`src/rtl/regfile_wr_arbiter.sv`:
```
// Write-port arbiter for the 15-entry register file: B-priority with a starvation
// bound for A, registered write stage, R15 discard, and pending-write scoreboard.
module regfile_wr_arbiter #(
  parameter int STARVE_MAX = 3,
  parameter int WIDTH      = 32
) (
  input  logic             clk,
  input  logic             reset,
  input  logic             a_valid,
  output logic             a_ready,
  input  logic [3:0]       a_addr,
  input  logic [WIDTH-1:0] a_data,
  input  logic             b_valid,
  output logic             b_ready,
  input  logic [3:0]       b_addr,
  input  logic [WIDTH-1:0] b_data,
  input  logic             rsv_valid,
  input  logic [3:0]       rsv_addr,
  input  logic [3:0]       q_addr1,
  input  logic [3:0]       q_addr2,
  output logic             q_stall,
  output logic [14:0]      busy,
  output logic             we3,
  output logic [3:0]       a3,
  output logic [WIDTH-1:0] wd3,
  output logic             r15_drop
);

  localparam int CW = (STARVE_MAX < 2) ? 1 : $clog2(STARVE_MAX + 1);
  localparam logic [CW-1:0] CNT_MAX = CW'(STARVE_MAX);

  logic [CW-1:0]    cnt;
  logic             starved;
  logic             xfer;
  logic [3:0]       x_addr;
  logic [WIDTH-1:0] x_data;
  logic [15:0]      set_mask;
  logic [15:0]      clr_mask;
  logic [15:0]      busy_ext;

  assign starved = (cnt == CNT_MAX);
  assign a_ready = a_valid & (~b_valid | starved);
  assign b_ready = b_valid & ~(a_valid & starved);
  assign xfer    = a_ready | b_ready;
  assign x_addr  = a_ready ? a_addr : b_addr;
  assign x_data  = a_ready ? a_data : b_data;

  // Bit 15 of the masks is the PC slot; it is dropped when applied to busy.
  assign set_mask = rsv_valid ? (16'd1 << rsv_addr) : 16'd0;
  assign clr_mask = we3 ? (16'd1 << a3) : 16'd0;
  assign busy_ext = {1'b0, busy};
  assign q_stall  = busy_ext[q_addr1] | busy_ext[q_addr2];

  always_ff @(posedge clk or posedge reset) begin
    if (reset) begin
      cnt <= '0;
    end else if (!a_valid || a_ready) begin
      cnt <= '0;
    end else if (b_ready && !starved) begin
      cnt <= cnt + 1'b1;
    end
  end

  always_ff @(posedge clk or posedge reset) begin
    if (reset) begin
      we3      <= 1'b0;
      a3       <= 4'd0;
      wd3      <= '0;
      r15_drop <= 1'b0;
    end else begin
      we3      <= xfer && (x_addr != 4'hF);
      r15_drop <= xfer && (x_addr == 4'hF);
      if (xfer && (x_addr != 4'hF)) begin
        a3  <= x_addr;
        wd3 <= x_data;
      end
    end
  end

  // Set is applied after clear so a new reservation wins over the retiring write.
  always_ff @(posedge clk or posedge reset) begin
    if (reset) begin
      busy <= '0;
    end else begin
      busy <= (busy & ~clr_mask[14:0]) | set_mask[14:0];
    end
  end

endmodule

```
`config.mk`:
```
export PLATFORM = sky130hd
export DESIGN_NAME = regfile_wr_arbiter
export DESIGN_NICKNAME = d
export VERILOG_FILES = /design/src/rtl/regfile_wr_arbiter.sv
export SDC_FILE = /design/constraint.sdc
export NUM_CORES = 1
export LEC_CHECK = 0
export BUFFER_PORTS_ARGS = -buffer_cell sky130_fd_sc_hd__buf_2
export CAP_MARGIN = 15
export CORE_MARGIN = 3
export CORE_UTILIZATION = 40
export DETAILED_ROUTE_END_ITERATION = 10
export PLACE_DENSITY = 0.72
export SETUP_SLACK_MARGIN = 0.1
export SLEW_MARGIN = 25
export SYNTH_ARGS = -nofsm -noshare
export SYNTH_HDL_FRONTEND = slang
export SYNTH_SLANG_ARGS = --single-unit
```
`constraint.sdc`:
```
create_clock -name clk -period 2.47 [get_ports clk]
set_clock_uncertainty 0.2 [all_clocks]
set_input_delay 0.247 -clock clk [delete_from_list [all_inputs] [get_ports clk]]
set_output_delay 0.247 -clock clk [all_outputs]
set_load 0.1 [all_outputs]
```
==> impl_metrics.env <==
export IMPL_p_per_area_mw_per_mm2=994
export IMPL_core_rowCount=30
export IMPL_area_growth_pct=32.2
export IMPL_fin_cells=468
export IMPL_nets=461
export IMPL_post_cts_buffers=0
export IMPL_cts_made_buffers=5
export IMPL_cts_root_buf="clkbuf_8"
export IMPL_finalMaxSlewViolations=0
export IMPL_io_pin_count=145
export IMPL_vias_per_cell=5.02
export IMPL_grt_max_degree=35
export IMPL_fillCellCount=635
export IMPL_netlist_instances=222
export IMPL_initial_core_util_pct=42.6
export IMPL_ys_seq_area_share_pct=45.8
export IMPL_status="finished, final reports clean"
export IMPL_r2r_slack_ns=0.32
export IMPL_synth_cell_types=34
export IMPL_hold_slack_ns=0.0483
export IMPL_die_area_mm2=0.00859
export IMPL_power_mw=3.95
export IMPL_grt_pass1_vias=2392
export IMPL_met2WireLength_mm=3.75
export IMPL_worstSetupStartpoint="busy[7]"
export IMPL_pre_cts_slack_ns=0.312
export IMPL_drt_first_pass_iters=4
export IMPL_path_class="flop to primary output"
export IMPL_htreeDepth=2
export IMPL_grt_usage_pct=16.6
export IMPL_synthMostInstantiatedCell="dfrtp_1"
export IMPL_r2r_end="wd3[29]"
export IMPL_place_gp_congestion=0.798
export IMPL_overflow=0
export IMPL_antenna_left=0
export IMPL_drc=0
export IMPL_synth_edf_count=0
export IMPL_synth_area_leaders="dfrtp_1 (46%), mux2_4 (13%), mux2_2 (12%), o21ai_0 (5.0%), mux2_1 (3.7%)"
export IMPL_grt_pass1_wl_mm=11.5
export IMPL_cp_end_kind="primary output"
export IMPL_insertion_delay_ns=0.30
export IMPL_path_max_fanout=4
export IMPL_vdd_ir_drop_worst_mv=0.443
export IMPL_cp_slowest_cell="mux4_2"
export IMPL_ctsLongestPathBuffers=2
export IMPL_vias=2350
export IMPL_hold_path_class="input pin to flop"
export IMPL_yosysTopAreaCellShare_pct=45.8
export IMPL_maxSlewHeadroom_pct=61.1
export IMPL_r2r_cells=6
export IMPL_max_freq_mhz=435
export IMPL_met3WireLength_um=515
export IMPL_diodes=0
export IMPL_fin_tns_setup_ns=0
export IMPL_dp_hpwl_mm=5.56
export IMPL_synth_top_area_cell="dfrtp_1"
export IMPL_drtIter0Drc=28
export IMPL_top_layer="met4"
export IMPL_final_hold_viol_count=0
export IMPL_cp_top_family="multiplexers"
export IMPL_post_route_period_util_pct=93.2
export IMPL_route_layer_met1_wl_mm=2.95
export IMPL_wl_per_cell_um=15.6
export IMPL_synth_ff_latch_count=55
export IMPL_dpl_cell_count=458
export IMPL_synth_warnings=0
export IMPL_critPathRequiredTime_ns=2.02
export IMPL_crit_chain="mux4_2 > and3b_1 > a31oi_1 > nand4_1 > buf_6"
export IMPL_layout_drive_gt1_share_pct=64.5
export IMPL_io_buffers=144
export IMPL_async_reset_ff_share_pct=100
export IMPL_tritoncts="done"
export IMPL_rsz0062_at_grt="no"
export IMPL_path_clk_slew_ns=0.10
export IMPL_reg2reg_from="cnt[0]"
export IMPL_max_stage_delay_ns=0.48
export IMPL_syn_cell_area_mm2=0.00301
export IMPL_die_w_um=92.7
export IMPL_fin_area_mm2=0.00398
export IMPL_crit_arrival_ns=1.85
export IMPL_post_dp_cell_area_mm2=0.00382
export IMPL_start_kind="flop"
export IMPL_synthFlopType="dfrtp_1"
export IMPL_worstMarginPinSlew_ns=0.582
export IMPL_core_mm2=0.00706
export IMPL_drt_total_wl_mm=7.28
export IMPL_leakage_nw=1.95
export IMPL_cap_violations=0
export IMPL_clock_sinks=55
export IMPL_die_height_um=92.7
export IMPL_whs_endpoint="r15_drop"
export IMPL_worstHoldStart="b_valid"
export IMPL_post_route_util_pct=56.3
export IMPL_worst_slack_ns=0.169
export IMPL_critPathBufInv=1
export IMPL_syn_avg_cell_area_um2=13.5
export IMPL_synth_commonest_cells="dfrtp_1 (55), mux2_2 (31), o21ai_0 (30)"
export IMPL_fin_crit_ns=2.30
export IMPL_setup_viol=0
export IMPL_syn_num_nets=312
export IMPL_hold_path_depth=3
export IMPL_antenna_found_initial=0
placed cells by master, fill, tap and decap left out, drive strengths merged:
master,netlist,routed
a21boi,1,1
a21o,1,1
a21oi,2,2
a2bb2oi,2,2
a31oi,1,1
and3b,2,2
and4b,1,1
buf,8,147
bufinv,0,1
clkbuf,0,9
dfrtp,55,55
dlygate4sd3,0,1
ha,1,1
inv,2,2
mux2,68,68
mux2i,6,6
mux4,5,5
nand2,5,5
nand2b,6,6
nand3,2,2
nand3b,5,5
nand4,3,3
nor2,4,4
nor3b,1,1
o211a,1,1
o211ai,3,3
o21a,1,1
o21ai,30,30
o22ai,1,1
or2,3,3
or3b,2,2
per-layer routing:
metal | GRT usage [%] | vias to the layer above
li1 | - | 1124
met1 | 20.6 | 1138
met2 | 28.9 | 82
met3 | 4.14 | 6
met4 | 4.40 | 0
met5 | 0 | -
cells by family after synthesis:
logic type                 share of synthesized area (%)
muxes                                               34.6
DFF                                                 45.8
AOI/OAI and AO/OA                                   8.16
and+or+nand+nor                                     7.16
buffers and inverters                               3.91
adders and majority gates                          0.416
worst reg2reg max path: stages, from the launching register on:
cell,delay (ns)
dfrtp_1,0.40
ha_1,0.22
nand2b_2,0.22
nand2_4,0.15
o211a_2,0.24
buf_12,0.22
mux2_2,0.38
worst max-delay path by stage:
stage / cells past startpoint / endpoint
floorplan: 4 / q_stall
global placement: 6 / wd3[3]
detailed placement: 6 / wd3[19]
CTS: 6 / a_ready
global route: 5 / q_stall
finish: 5 / q_stall
final cells by class:
type | instances | area, um^2 | area share (%)
multi-input combinational | 157 | 1520 | 38.2
sequential | 55 | 1390 | 35.0
timing repair buffer | 150 | 832 | 20.9
inverter | 2 | 7.51 | 0.189
clock buffer | 7 | 76.3 | 1.92
tap | 96 | 120 | 3.02
clock inverter | 1 | 30.0 | 0.755
sequential cells by signal, summed over array words and instances, names as in the netlist:
register and cells:
wd3 32, busy 15, a3 4, cnt 2
r15_drop 1, we3 1
where the power goes:
part | internal (mW) | switching, mW
registers | 1.09 | 0.150
clock network | 0.304 | 0.280
logic | 0.467 | 1.66
total | 1.86 | 2.09
repair_timing:
| action | CTS | global route |
|---|---|---|
| hold buffers | 1 | 0 |
| endpoints found under the setup margin | 1 | 2 |
| pin swaps | 0 | 0 |
| gates resized for setup | 1 | 3 |
| gates cloned | 0 | 1 |
| endpoints found under the hold margin | 26 | 0 |
Power figures use the tool's default switching activity.
